--- config.mk ---
export PLATFORM = sky130hd
export DESIGN_NAME = multiword_addsub_seq
export DESIGN_NICKNAME = d
export VERILOG_FILES = /design/src/rtl/multiword_addsub_seq.sv
export SDC_FILE = /design/constraint.sdc
export NUM_CORES = 1
export LEC_CHECK = 0
export CORE_AREA = 2 2 197 199
export CTS_CLUSTER_DIAMETER = 30
export DETAILED_ROUTE_END_ITERATION = 8
export DIE_AREA = 0 0 199 201
export PLACE_DENSITY_LB_ADDON = 0.3
export SETUP_SLACK_MARGIN = 0.1
export SYNTH_ARGS = -nofsm -noshare
export SYNTH_HDL_FRONTEND = slang
export SYNTH_SLANG_ARGS = --single-unit
export TNS_END_PERCENT = 1
--- constraint.sdc ---
create_clock -name clk -period 2.4 [get_ports clk]
set_input_delay 0.48 -clock clk [delete_from_list [all_inputs] [get_ports clk]]
set_output_delay 0.48 -clock clk [all_outputs]
set_load 0.02 [all_outputs]
--- src/rtl/multiword_addsub_seq.sv ---
// Sequences a wide add/subtract through an external 32-bit add/sub unit, one limb per clock, LSB first.
// Optional sticky overflow flag is enabled by defining MWAS_STICKY_OVF_EN.
module multiword_addsub_seq #(
  parameter int WORDS = 4
) (
  input  logic                  clk,
  input  logic                  rst,
  input  logic                  start,
  output logic                  in_ready,
  input  logic                  op,
  input  logic [32*WORDS-1:0]   opa,
  input  logic [32*WORDS-1:0]   opb,
  input  logic                  carry_in,
  output logic                  busy,
  output logic                  out_valid,
  input  logic                  out_ready,
  output logic [32*WORDS-1:0]   result,
  output logic                  carry_out,
  output logic                  zero,
  output logic                  overflow,
  output logic                  negative,
`ifdef MWAS_STICKY_OVF_EN
  output logic                  sticky_ovf,
  input  logic                  sticky_clr,
`endif
  output logic [31:0]           add_a,
  output logic [31:0]           add_b,
  output logic [1:0]            add_sel,
  output logic                  add_cin,
  output logic                  add_bin,
  input  logic [31:0]           add_z,
  input  logic                  add_cout,
  input  logic                  add_bout,
  input  logic                  add_overflow,
  input  logic                  add_negative
);

  localparam int IW = (WORDS > 1) ? $clog2(WORDS) : 1;

  typedef enum logic [1:0] {IDLE, RUN, DONE} state_t;

  state_t                state_reg;
  logic                  op_reg;
  logic                  chain_reg;
  logic                  zrun_reg;
  logic [IW-1:0]         idx_reg;
  logic [32*WORDS-1:0]   a_reg;
  logic [32*WORDS-1:0]   b_reg;
  logic                  carry_out_reg;
  logic                  zero_reg;
  logic                  overflow_reg;
  logic                  negative_reg;

  logic [31:0]           a_limb [WORDS];
  logic [31:0]           b_limb [WORDS];
  logic                  running;
  logic                  last_limb;
  logic                  accept;
  logic                  limb_carry;
  logic                  limb_zero;

  assign running    = (state_reg == RUN);
  assign last_limb  = running && (idx_reg == IW'(WORDS - 1));
  assign in_ready   = (state_reg == IDLE) || ((state_reg == DONE) && out_ready);
  assign accept     = start && in_ready;
  assign limb_carry = op_reg ? add_bout : add_cout;
  assign limb_zero  = (add_z == 32'd0);

  // Each limb of the result owns its register; only the limb under idx_reg is written in RUN.
  generate
    for (genvar gi = 0; gi < WORDS; gi++) begin : g_limb
      logic [31:0] limb_reg;

      assign a_limb[gi] = a_reg[32*gi +: 32];
      assign b_limb[gi] = b_reg[32*gi +: 32];
      assign result[32*gi +: 32] = limb_reg;

      always_ff @(posedge clk) begin
        if (rst) begin
          limb_reg <= 32'd0;
        end else if (running && (idx_reg == IW'(gi))) begin
          limb_reg <= add_z;
        end
      end
    end
  endgenerate

  always_ff @(posedge clk) begin
    if (rst) begin
      state_reg     <= IDLE;
      op_reg        <= 1'b0;
      chain_reg     <= 1'b0;
      zrun_reg      <= 1'b0;
      idx_reg       <= '0;
      a_reg         <= '0;
      b_reg         <= '0;
      carry_out_reg <= 1'b0;
      zero_reg      <= 1'b0;
      overflow_reg  <= 1'b0;
      negative_reg  <= 1'b0;
    end else begin
      case (state_reg)
        RUN: begin
          chain_reg <= limb_carry;
          zrun_reg  <= zrun_reg & limb_zero;
          idx_reg   <= idx_reg + 1'b1;
          if (last_limb) begin
            carry_out_reg <= limb_carry;
            overflow_reg  <= add_overflow;
            negative_reg  <= add_negative;
            zero_reg      <= zrun_reg & limb_zero;
            idx_reg       <= '0;
            state_reg     <= DONE;
          end
        end
        DONE: begin
          if (out_ready) state_reg <= IDLE;
        end
        default: ;
      endcase
      // Acceptance only happens in IDLE or DONE, so it overrides the transitions above.
      if (accept) begin
        op_reg    <= op;
        a_reg     <= opa;
        b_reg     <= opb;
        chain_reg <= carry_in;
        zrun_reg  <= 1'b1;
        idx_reg   <= '0;
        state_reg <= RUN;
      end
    end
  end

  assign busy      = running;
  assign out_valid = (state_reg == DONE);
  assign carry_out = carry_out_reg;
  assign zero      = zero_reg;
  assign overflow  = overflow_reg;
  assign negative  = negative_reg;

  // Limb 0's carry is the latched carry_in, parked in chain_reg at accept.
  assign add_a   = running ? a_limb[idx_reg] : 32'd0;
  assign add_b   = running ? b_limb[idx_reg] : 32'd0;
  assign add_sel = running ? (op_reg ? 2'b10 : 2'b01) : 2'b00;
  assign add_cin = running && !op_reg && chain_reg;
  assign add_bin = running && op_reg && chain_reg;

`ifdef MWAS_STICKY_OVF_EN
  logic sticky_reg;

  always_ff @(posedge clk) begin
    if (rst || sticky_clr) begin
      sticky_reg <= 1'b0;
    end else if (last_limb && add_overflow) begin
      sticky_reg <= 1'b1;
    end
  end

  assign sticky_ovf = sticky_reg;
`endif

endmodule

==> results.json, run 1 <==
{
  "cp_max_fo": 7,
  "netlist_top_cells_area": "dfxtp_1, a21oi_1, mux4_2, nand3_1, o21ai_0",
  "fmax_mhz": 386,
  "clock-sinks": 395,
  "cts_tree": "done",
  "netlist_area_um2": 16600,
  "status": "finished, violations left",
  "initial_core_util_pct": 43.6,
  "worstSetupEndpoint": "add_a[14]",
  "antenna_found_initial": 13,
  "ys_ff_latch": 395,
  "met1_length_mm": 22.8,
  "leakage_nw": 9.13,
  "area_delta_synth_final_pct": 52.5,
  "die_x_um": 199,
  "hold_class": "primary input to flip-flop",
  "timing.rr.start": "state_reg[0]",
  "drt-pass1-iter-count": 7,
  "dp_slack_ps": -32.8,
  "worstSkewPairLatency_ps": 600,
  "synth-async-reset-ratio_pct": 0,
  "clock-root-buffer": "clkbuf_16",
  "ant_nets": 0,
  "synth-main-ff-cell": "dfxtp_1",
  "grt_overflow_total": 0,
  "dp_hpwl_mm": 40.6,
  "syn_nets": 2262,
  "r2r_end": "a_reg[49]",
  "synthDistinctLibCells": 36,
  "drt_iter0_drc": 1171,
  "rows": 72,
  "track_usage_pct": 29.9,
  "max_slew_margin_pct": 46.4,
  "fin_hold_ws_ps": 337,
  "crit_path_end_kind": "primary output",
  "place.gp.congestion": 0.898,
  "die-height_um": 201,
  "worstSetupPathType": "flip-flop to primary output",
  "core_um2": 38100,
  "syn_avg_cell_area_um2": 8.49,
  "setup_viol": 64,
  "worst_pin_slew_ps": 796,
  "synth_top_area_share_pct": 47.6,
  "design_area_um2": 25300,
  "violations": "setup timing",
  "maxSlewViolCount": 0,
  "io_pins": 501,
  "dr_wl_met3_mm": 6.10,
  "drive_above_1_share_pct": 15.9,
  "crit_start": "idx_reg[0]",
  "met2_wirelength_mm": 29.6,
  "detail_route.wl_per_cell_um": 20.6,
  "clkTransAtPathRegs_ps": 50,
  "die-area_um2": 40000,
  "totalPowerFinal_mw": 23.3,
  "ff2ff_path_depth": 8,
  "start_kind": "flip-flop",
  "synth_edf_count": 0,
  "grt_max_degree": 122,
  "vias_per_cell": 5.71,
  "required_ps": 1920,
  "rrSetupSlack_ps": 260,
  "min_period_over_period_pct": 108,
  "grt_setup_unrepaired": "yes",
  "yosysTopAreaCell": "dfxtp_1",
  "first_global_vias": 17000,
  "port_buffers": 500,
  "yosys_warnings": 0,
  "highest_layer": "met5",
  "yosysSeqAreaShare_pct": 47.6,
  "cts_made_buffers": 83,
  "cap_viol_max_count": 0,
  "htreeDepth": 3,
  "post-route-min-period_ps": 2590,
  "cellPowerDensity_nw_per_um2": 921,
  "vias": 17100,
  "dpl-instance-area_um2": 22300,
  "cp_data_arrival_time_ps": 2110,
  "fin_ws_ps": -194,
  "drc_errors": 0,
  "fin_skew_ps": 29.5,
  "drt_wl_total_mm": 62.0,
  "cts_buffer_depth": 3,
  "timing.final.hold_violations": 0,
  "grt_pass1_wl_mm": 94.0,
  "postSynthCellCount": 1957,
  "layout.nets": 2714,
  "ir_drop_uv": 647
}
-- layer usage --
layer | track usage, % | vias to the layer above
met4 | 17.3 | 6
li1 | - | 7845
met3 | 9.36 | 202
met1 | 34.6 | 8181
met2 | 48.7 | 914
met5 | 0 | -
-- critical path: stages, from the launching register on --
cell     delay (ps)
dfxtp_4         400
buf_12          160
buf_12          130
mux4_2          490
and2_1          180
buf_2           160
-- cell usage in the layout, fill, tap and decap left out, types with 2 or more instances in the layout --
| master | synthesis | routed |
|---|---|---|
| inv_1 | 4 | 3 |
| nor4_1 | 7 | 7 |
| nand2b_1 | 2 | 2 |
| buf_6 | 1 | 32 |
| a31oi_1 | 2 | 2 |
| diode_2 | 0 | 8 |
| nand2_1 | 264 | 264 |
| nand3b_1 | 2 | 2 |
| nand3_1 | 259 | 259 |
| clkinvlp_4 | 0 | 4 |
| clkbuf_16 | 0 | 87 |
| mux4_2 | 64 | 64 |
| mux2i_1 | 3 | 3 |
| clkinv_8 | 0 | 2 |
| buf_12 | 3 | 36 |
| dfxtp_4 | 0 | 2 |
| clkdlybuf4s50_1 | 0 | 427 |
| clkbuf_1 | 122 | 12 |
| a21oi_1 | 389 | 389 |
| dfxtp_2 | 0 | 2 |
| dlygate4sd2_1 | 0 | 2 |
| dfxtp_1 | 395 | 391 |
| clkdlybuf4s15_2 | 0 | 3 |
| clkinv_4 | 0 | 5 |
| clkbuf_8 | 0 | 15 |
| buf_2 | 67 | 33 |
| and2_4 | 0 | 30 |
| nor3_1 | 3 | 3 |
| nor2_1 | 5 | 5 |
| and2_1 | 70 | 40 |
| clkinv_2 | 0 | 13 |
| bufinv_16 | 0 | 10 |
| ha_1 | 7 | 5 |
| inv_6 | 0 | 9 |
| buf_4 | 3 | 39 |
| o21ai_0 | 257 | 257 |
-- worst min-delay path by stage --
stage / from / to / cells after the start
detailed placement: g_limb[2].limb_reg[17] / g_limb[2].limb_reg[17] / 2
floorplan: a_reg[64] / a_reg[64] / 2
global placement: g_limb[3].limb_reg[25] / g_limb[3].limb_reg[25] / 2
CTS: start / a_reg[120] / 3
finish: start / a_reg[120] / 3
global route: start / a_reg[26] / 3
-- kinds of logic (layout without fill, tap and decap cells) --
family | after synthesis | in the layout | share of synthesized area (%)
DFF | 395 | 395 | 47.6
AOI/OAI and AO/OA | 654 | 654 | 19.8
other | 0 | 8 | 0
and+or+nand+nor | 619 | 619 | 17.3
buffers and inverters | 215 | 736 | 5.84
adders and majority gates | 7 | 7 | 0.527
muxes | 67 | 67 | 8.86
-- area by class of cell --
| cell class | count | area [µm²] |
|---|---|---|
| Clock inverter | 42 | 542 |
| Clock buffer | 112 | 2390 |
| Sequential cell | 395 | 7920 |
| Antenna cell | 8 | 20.0 |
| Multi-Input combinational cell | 1347 | 7840 |
| Tap cell | 518 | 648 |
| Timing Repair Buffer | 576 | 5950 |
| Inverter | 6 | 35.0 |
| Fill cell | 3036 | 12800 |
-- synth_stat cells, types with 2 or more instances --
master,n
a21oi_1,389
a31oi_1,2
and2_1,70
buf_1,12
buf_12,3
buf_2,67
buf_4,3
clkbuf_1,122
dfxtp_1,395
ha_1,7
inv_1,4
inv_2,2
mux2i_1,3
mux4_2,64
nand2_1,264
nand2b_1,2
nand3_1,259
nand3b_1,2
nor2_1,5
nor2b_1,2
nor3_1,3
nor4_1,7
o21ai_0,257
-- metrics by stage --
stage | utilization, % | setup TNS (ps) | cells
global placement | 58.4 | 0 | 2832
global route | 66.5 | -13800 | 3003
detailed placement | 58.4 | -32.8 | 2832
finish | 66.5 | -9910 | 3004
CTS | 66.0 | -12780 | 2992
floorplan | - | 0 | 1957
-- power by group --
| group | switching, mW | internal [mW] |
|---|---|---|
| logic | 2.32 | 1.81 |
| clock network | 3.72 | 8.06 |
| registers | 0.309 | 7.12 |
| total | 6.35 | 17.0 |
-- timing repair --
action / in CTS / in global routing
gates resized for setup: 342 / 46
gates cloned: 2 / 1
setup buffers: 4 / 4
endpoints found under the setup margin: 71 / 66
pin swaps: 1 / 1
hold buffers: 0 / 0
(Power assumes the default switching activity.)
==> run 2: changes to the inputs <==
CAP_MARGIN = 20   (was default)
==> results of run 2 <==
Same layout as run 1: the final DEF is identical, and so are final timing and power.
